<file path="src/rtl/fetch_stage.sv">
// Instruction-fetch stage: owns the PC, drives the icache handshake, buffers one
// instruction across stalls and drains misses before redirecting. Optional BTB: FETCH_BTB_EN.
module fetch_stage #(
  parameter logic [31:0] PC_INIT     = 32'h0000_0000,
  parameter int          BTB_ENTRIES = 8
) (
  input  logic        CLK,
  input  logic        nRST,
  input  logic        ihit,
  input  logic [31:0] iload,
  output logic        iREN,
  output logic [31:0] iaddr,
  input  logic        stall,
  input  logic        redirect,
  input  logic [31:0] redirect_pc,
  input  logic        halt,
  input  logic        btb_update,
  input  logic [31:0] btb_pc,
  input  logic [31:0] btb_target,
  output logic        valid_o,
  output logic [31:0] instr_o,
  output logic [31:0] npc_o,
  output logic [31:0] curr_pc_o,
  output logic        pred_taken_o
);

  localparam logic [2:0] IDLE   = 3'd0;
  localparam logic [2:0] FETCH  = 3'd1;
  localparam logic [2:0] HOLD   = 3'd2;
  localparam logic [2:0] DRAIN  = 3'd3;
  localparam logic [2:0] HALTED = 3'd4;

  localparam logic [31:0] ALIGN  = 32'hFFFF_FFFC;
  localparam logic [31:0] PC_RST = PC_INIT & ALIGN;

  logic [2:0]  state;
  logic [31:0] pc;
  logic [31:0] hold_instr;
  logic [31:0] pending_pc;

  logic [31:0] pc_plus4;
  logic [31:0] next_pc;
  logic [31:0] redirect_aligned;
  logic        btb_hit;

  assign pc_plus4         = pc + 32'd4;
  assign redirect_aligned = redirect_pc & ALIGN;

`ifdef FETCH_BTB_EN
  localparam int IDX_W = $clog2(BTB_ENTRIES);
  localparam int TAG_W = 30 - IDX_W;

  logic [BTB_ENTRIES-1:0] btb_valid;
  logic [TAG_W-1:0]       btb_tag [BTB_ENTRIES];
  logic [31:0]            btb_tgt [BTB_ENTRIES];
  logic [IDX_W-1:0]       rd_idx;
  logic [IDX_W-1:0]       wr_idx;
  logic                   btb_unused;

  assign rd_idx     = pc[IDX_W+1:2];
  assign wr_idx     = btb_pc[IDX_W+1:2];
  assign btb_unused = ^btb_pc[1:0];
  assign btb_hit    = btb_valid[rd_idx] && (btb_tag[rd_idx] == pc[31:IDX_W+2]);
  assign next_pc    = btb_hit ? btb_tgt[rd_idx] : pc_plus4;

  always_ff @(posedge CLK or negedge nRST) begin
    if (!nRST) begin
      btb_valid <= '0;
    end else if (btb_update) begin
      btb_valid[wr_idx] <= 1'b1;
    end
  end

  // Tag/target storage needs no reset: entries are qualified by btb_valid.
  always_ff @(posedge CLK) begin
    if (btb_update) begin
      btb_tag[wr_idx] <= btb_pc[31:IDX_W+2];
      btb_tgt[wr_idx] <= btb_target & ALIGN;
    end
  end
`else
  logic btb_unused;

  assign btb_unused = ^{btb_update, btb_pc, btb_target, BTB_ENTRIES[0]};
  assign btb_hit    = 1'b0;
  assign next_pc    = pc_plus4;
`endif

  always_ff @(posedge CLK or negedge nRST) begin
    if (!nRST) begin
      state      <= IDLE;
      pc         <= PC_RST;
      hold_instr <= '0;
      pending_pc <= PC_RST;
    end else if (halt) begin
      state <= HALTED;
    end else begin
      case (state)
        IDLE: state <= FETCH;
        FETCH: begin
          if (ihit) begin
            if (redirect) begin
              pc <= redirect_aligned;
            end else if (stall) begin
              hold_instr <= iload;
              state      <= HOLD;
            end else begin
              pc <= next_pc;
            end
          end else if (redirect) begin
            pending_pc <= redirect_aligned;
            state      <= DRAIN;
          end
        end
        HOLD: begin
          if (redirect) begin
            pc    <= redirect_aligned;
            state <= FETCH;
          end else if (!stall) begin
            pc    <= next_pc;
            state <= FETCH;
          end
        end
        // The old request must complete before the new address may be issued.
        DRAIN: begin
          if (ihit) begin
            pc    <= redirect ? redirect_aligned : pending_pc;
            state <= FETCH;
          end else if (redirect) begin
            pending_pc <= redirect_aligned;
          end
        end
        HALTED: state <= HALTED;
        default: state <= IDLE;
      endcase
    end
  end

  always_comb begin
    iREN    = 1'b0;
    valid_o = 1'b0;
    instr_o = '0;
    case (state)
      FETCH: begin
        iREN    = 1'b1;
        valid_o = ihit & ~stall & ~redirect & ~halt;
        if (valid_o) begin
          instr_o = iload;
        end
      end
      HOLD: begin
        valid_o = ~stall & ~redirect & ~halt;
        instr_o = hold_instr;
      end
      DRAIN: iREN = 1'b1;
      default: begin
        iREN    = 1'b0;
        valid_o = 1'b0;
      end
    endcase
  end

  assign iaddr        = pc;
  assign curr_pc_o    = pc;
  assign npc_o        = pc_plus4;
  assign pred_taken_o = valid_o & btb_hit;

endmodule

</file>
<file path="config.mk">
export PLATFORM = sky130hd
export DESIGN_NAME = fetch_stage
export DESIGN_NICKNAME = d
export VERILOG_FILES = /design/src/rtl/fetch_stage.sv
export SDC_FILE = /design/constraint.sdc
export NUM_CORES = 1
export LEC_CHECK = 0
export BUFFER_PORTS_ARGS = -buffer_cell sky130_fd_sc_hd__buf_4
export CORE_AREA = 2 2 178 93
export DETAILED_ROUTE_END_ITERATION = 8
export DIE_AREA = 0 0 180 95
export PLACE_DENSITY = 0.68
export RECOVER_POWER = 50
export SYNTH_ARGS = -nofsm -noshare
export SYNTH_HDL_FRONTEND = slang
export SYNTH_SLANG_ARGS = --single-unit
</file>
<file path="constraint.sdc">
create_clock -name CLK -period 2.22 [get_ports CLK]
set_input_delay 0.333 -clock CLK [delete_from_list [all_inputs] [get_ports CLK]]
set_output_delay 0.333 -clock CLK [all_outputs]
set_load 0.005 [all_outputs]
</file>
### Yosys cells after proc, flatten, opt, wreduce, memory -nomap -nowiden

Index checks and enable logic that the tools add are counted.

* flip-flop bits (word level): 99
* input bits: 135
* logic and storage cells: 51
* output and inout bits: 131

* bitwise gates (word level): 9
* add/sub/neg operators: 1
* eq/ne operators: 11
* mux-type cells: 19
* reduce and logical (&&, ||, !) cells: 7

Operator list (number)
* $mux 32: 6
* $pmux 32 s3: 1
* $pmux 32 s2: 1
* $add 32x3->32 const B: 1
* $mux 3: 8
* $ne 4x4->1 const B: 4
* $pmux 3 s5: 1
* $reduce_and 5->1: 2
* $eq 3x2->1 const B: 2
* $and 1x1->1: 5
* $ne 2x2->1 const B: 2
* $not 1->1: 4
* $reduce_and 4->1: 1
* $eq 3x1->1 const B: 1
* $eq 3x3->1 const B: 1
* $logic_not 3->1: 1
* $ne 3x3->1 const B: 1
* $reduce_and 3->1: 1
* $reduce_bool 3->1: 1
* $pmux 1 s2: 1
* $reduce_or 2->1: 1
* $mux 1: 1

### Logic depth before layout (Yosys ltp)

* depth in word-level cells: 6
* mapped depth: 8
* depth with buffers taken out: 6

### Least setup slack after synthesis

No wires, ideal clock.

* kind: flip-flop to output port
* from: register pc[2], in the netlist curr_pc_o[2]
* to: output npc_o[24]
* arrival: 1.736 ns
* path slack: 0.151 ns
* data required time: 1.887 ns
* buffers on the path: 0
* stages on the path, launching flop included: 6
* cell sequence: dfrtp_1 ha_1 nand4_1 or4_4 nor3_4 xor2_1

* word-level cells in the longest chain between the ends: 1

RTL lines
* from (decl): RTL line 37 `logic [31:0] pc;`
* from (signal assigned): RTL line 103 `pc <= redirect_aligned;`
* from (signal assigned): RTL line 108 `pc <= next_pc;`
* from (signal assigned): RTL line 117 `pc <= redirect_aligned;`
* $add 32x3->32: RTL line 46 `assign pc_plus4 = pc + 32'd4;`
* to (decl): RTL line 22 `output logic [31:0] npc_o,`

Every way passes these cells.

### Worst setup path in the final report

* from: register pc[3], in the netlist curr_pc_o[3]
* to: output npc_o[22]

Same word-level chain as after synthesis.

==> flow_metrics.py <==
metrics = {
    "timing": {
        "timing.final.ws_setup_ns": -0.261,
        "hold_viol": 0,
        "setup_violations": 52,
        "relSlewSlack_pct": 36.8,
        "tightest_slew_ns": 0.948,
        "fin_hold_ws_ns": 0.199,
        "rsz0062_at_grt": "true",
        "slew_violations": 0,
        "tns_ns": -6.04,
        "post-route-period-util_pct": 112,
        "fmax_mhz": 403,
        "post-route-min-period_ns": 2.48,
        "fin_skew_ns": 0.0139,
    },
    "synthesis": {
        "ys_types": 69,
        "ys_seq_area_share_pct": 40.6,
        "ys_ff_latch": 99,
        "avgSynthCellArea_um2": 10.0,
        "ys_warn_count": 0,
        "async_flop_share_pct": 100,
        "syn_inst": 608,
        "synth_edf_count": 0,
        "syn_area_um2": 6100,
        "ys.flop_type": "dfrtp_1",
        "syn-num-nets": 744,
    },
    "route": {
        "drt_iter0_drc": 355,
        "avgRoutedWirePerCell_um": 18.2,
        "drcViolationCount": 0,
        "vias": 5653,
        "dr.pass1.iters": 5,
        "drtAntennaViolNets": 0,
        "drt-total-wl_um": 19100,
        "viasPerCell": 5.39,
    },
    "floorplanning": {
        "fp.dieH_um": 95,
        "dieArea_um2": 17100,
        "start_util_pct": 38.8,
        "die-width_um": 180,
        "io_pins": 266,
        "placementRows": 33,
        "core_um2": 15700,
    },
    "cells_and_area": {
        "fillCellCount": 1369,
        "design_area_um2": 8740,
        "nNetsFinal": 969,
        "areaGrowthSynthToFinish_pct": 43.2,
        "layoutNonFillerInstCount": 1049,
        "final_layout_size_suffix_gt1_share_pct": 49.4,
    },
    "clock_tree": {
        "htree_levels": 3,
        "cts_buffers": 9,
        "clk_pin_slew_ns": 0.08,
        "clk_latency_ns": 0.35,
        "cts_root_buffer": "clkbuf_16",
        "cts_max_path_buffers": 2,
        "cts_tree": "built",
        "cts.sinks": 99,
    },
    "critical_path": {
        "regToRegStartpoint": "curr_pc_o[3]$_DFFE_PN0P_",
        "r2r_setup_slack_ns": 0.14,
        "path_class": "flip-flop to output port",
        "end_kind": "output port",
        "ff2ff_path_depth": 9,
        "r2r-end": "curr_pc_o[26]$_DFFE_PN0P_",
        "cp_max_fo": 5,
        "start_kind": "flip-flop",
        "crit_arrival_ns": 2.15,
        "worstPathRequired_ns": 1.89,
    },
    "power_and_ir_drop": {
        "leakagePower_nw": 4.42,
        "pwr-share-seq_pct": 44.1,
        "internal_power_mw": 3.22,
        "ir_worst_vdd_mv": 0.334,
        "p_sw_share_pct": 27.4,
        "power_density_nw_per_um2": 507,
        "combPwrFrac_pct": 18.2,
        "p_switching_mw": 1.21,
        "clock_power_share_pct": 37.8,
    },
    "run_status": {
        "violations": "setup timing",
        "status": "finished, violations left",
    },
    "global_routing": {
        "grt_pass1_vias": 5348,
        "grt_overflow": 0,
        "track_usage_pct": 22.3,
        "grt_pass1_wl_um": 29700,
        "antenna_found_initial": 1,
        "grt_max_degree": 39,
    },
    "placed_design": {
        "dp_hpwl_um": 13400,
        "dp_cells": 993,
        "gp_congestion": 0.864,
        "io_buffers": 197,
        "place_area_um2": 7840,
    },
    "min_path": {
        "hold_path_end": "state[2]$_DFFE_PN0P_",
        "hold_path_class": "primary input to flip-flop",
        "min_path_cells": 2,
        "min_from": "halt",
    },
    "job": {
        "drv_cap": 0,
    },
}
-- cell type report --
cell class	count	area, µm²	share of cell area, %
clock inverter	7	81.3	0.931
multi-input combinational	420	3290	37.7
sequential	99	2480	28.4
clock buffer	9	225	2.58
inverter	9	33.8	0.387
tap	210	263	3.01
timing repair buffer	294	2360	27.0
antenna	1	2.50	0.0286
-- critical path: stages, from the launching register on --
cell,delay [ns]
dfrtp_1,0.36
ha_2,0.19
nand4_1,0.20
buf_4,0.23
nor4_4,0.18
buf_6,0.18
nand3_2,0.11
xnor2_2,0.20
buf_4,0.14
-- through the flow --
stage	util (%)	setup slack [ns]	power, mW
floorplan	-	0.151	2.31
global placement	49.8	0.122	2.74
detailed placement	49.8	0.0995	2.75
CTS	54.5	-0.234	4.45
global route	55.5	-0.372	4.63
finish	55.6	-0.261	4.43
-- placed cells by master (no fill, tap or decap), drive strengths merged, types with 2 or more instances in the layout --
| cell | n |
|---|---|
| a211oi | 2 |
| a21o | 4 |
| a21oi | 34 |
| a221o | 2 |
| a221oi | 5 |
| a22o | 32 |
| a22oi | 2 |
| a31oi | 6 |
| and2 | 6 |
| and3 | 20 |
| and4 | 5 |
| buf | 264 |
| clkbuf | 38 |
| dfrtp | 99 |
| inv | 14 |
| mux2 | 62 |
| nand2 | 44 |
| nand2b | 5 |
| nand3 | 16 |
| nand3b | 3 |
| nand4 | 7 |
| nor2 | 41 |
| nor3 | 8 |
| nor4 | 6 |
| o21a | 2 |
| o21ai | 50 |
| o22ai | 2 |
| o2bb2ai | 6 |
| or4 | 3 |
| xnor2 | 14 |
| xor2 | 14 |
-- cell usage after synthesis, types with 5 or more instances --
master     count  area share [%]
xnor2_1       14             2.0
buf_2         10            0.82
and2_1         5            0.51
mux2_4        30             7.4
nand2_1       44             2.7
clkbuf_1      21             1.3
buf_6          8             1.5
buf_4         39             4.8
o2bb2ai_1      5            0.72
a31oi_1        6            0.61
nor2_1        41             2.5
nand3_1       15             1.2
and3_1        19             1.9
inv_1          9            0.55
a21oi_1       34             2.8
o21ai_0       49             4.0
nor3_1         6            0.49
a22o_1        32             4.6
dfrtp_1       99              41
mux2_2        30             5.5
nand4_1        5            0.51
xor2_1        14             2.0
nand2b_1       5            0.51
-- worst max path at each step --
| stage | start | to | slack (ns) | cells past startpoint |
|---|---|---|---|---|
| 2_1_floorplan | curr_pc_o[2]$_DFFE_PN0P_ | npc_o[24] | 0.15 | 5 |
| 3_3_place_gp | curr_pc_o[3]$_DFFE_PN0P_ | npc_o[22] | 0.12 | 8 |
| 3_5_place_dp | curr_pc_o[2]$_DFFE_PN0P_ | npc_o[22] | 0.1 | 8 |
| 4_1_cts | curr_pc_o[2]$_DFFE_PN0P_ | npc_o[24] | -0.23 | 6 |
| 5_1_grt | curr_pc_o[3]$_DFFE_PN0P_ | npc_o[22] | -0.37 | 8 |
| 6_report | curr_pc_o[3]$_DFFE_PN0P_ | npc_o[22] | -0.26 | 8 |
-- what timing repair did --
action                                  in CTS  in global routing
endpoints found under the setup margin      52                 55
endpoints found under the hold margin       32                  0
hold buffers                                 1                  0
pin swaps                                   14                 17
buffers inserted                            22                 14
gates resized for setup                     43                 29
gates cloned                                 3                  1
-- flip-flops by register name, summed over array words and instances, names as in the netlist --
name / cells
curr_pc_o: 32
pending_pc: 32
state: 3
hold_instr: 32
-- logic make-up after synthesis --
group / after synthesis / share of synthesized area [%]
adders and majority gates: 1 / 0.205
xor gates and xnor gates: 28 / 4.02
buffers and inverters: 89 / 9.24
and+or+nand+nor: 170 / 15.3
muxes: 62 / 13.3
AOI/OAI and AO/OA: 158 / 17.3
other: 1 / 0.0614
DFF: 99 / 40.6
-- per-layer routing --
metal  GRT usage [%]  vias to the layer above  part of all wire (%)
met5               0                        -                     0
met4            3.93                        0                  0.90
met3            5.44                       19                   7.8
met2            32.5                      213                    42
met1            33.5                     2801                    50
li1                -                     2620                     -
-- power by group through the flow --
stage | logic (mW) | registers (mW) | clock network [mW]
3_5_place_dp | 0.772 | 1.98 | 0
6_report | 0.805 | 1.95 | 1.67
3_3_place_gp | 0.761 | 1.98 | 0
4_1_cts | 0.799 | 1.95 | 1.70
2_1_floorplan | 0.310 | 2.00 | 0
5_1_grt | 0.887 | 1.96 | 1.79
Power figures use the tool's default switching activity.
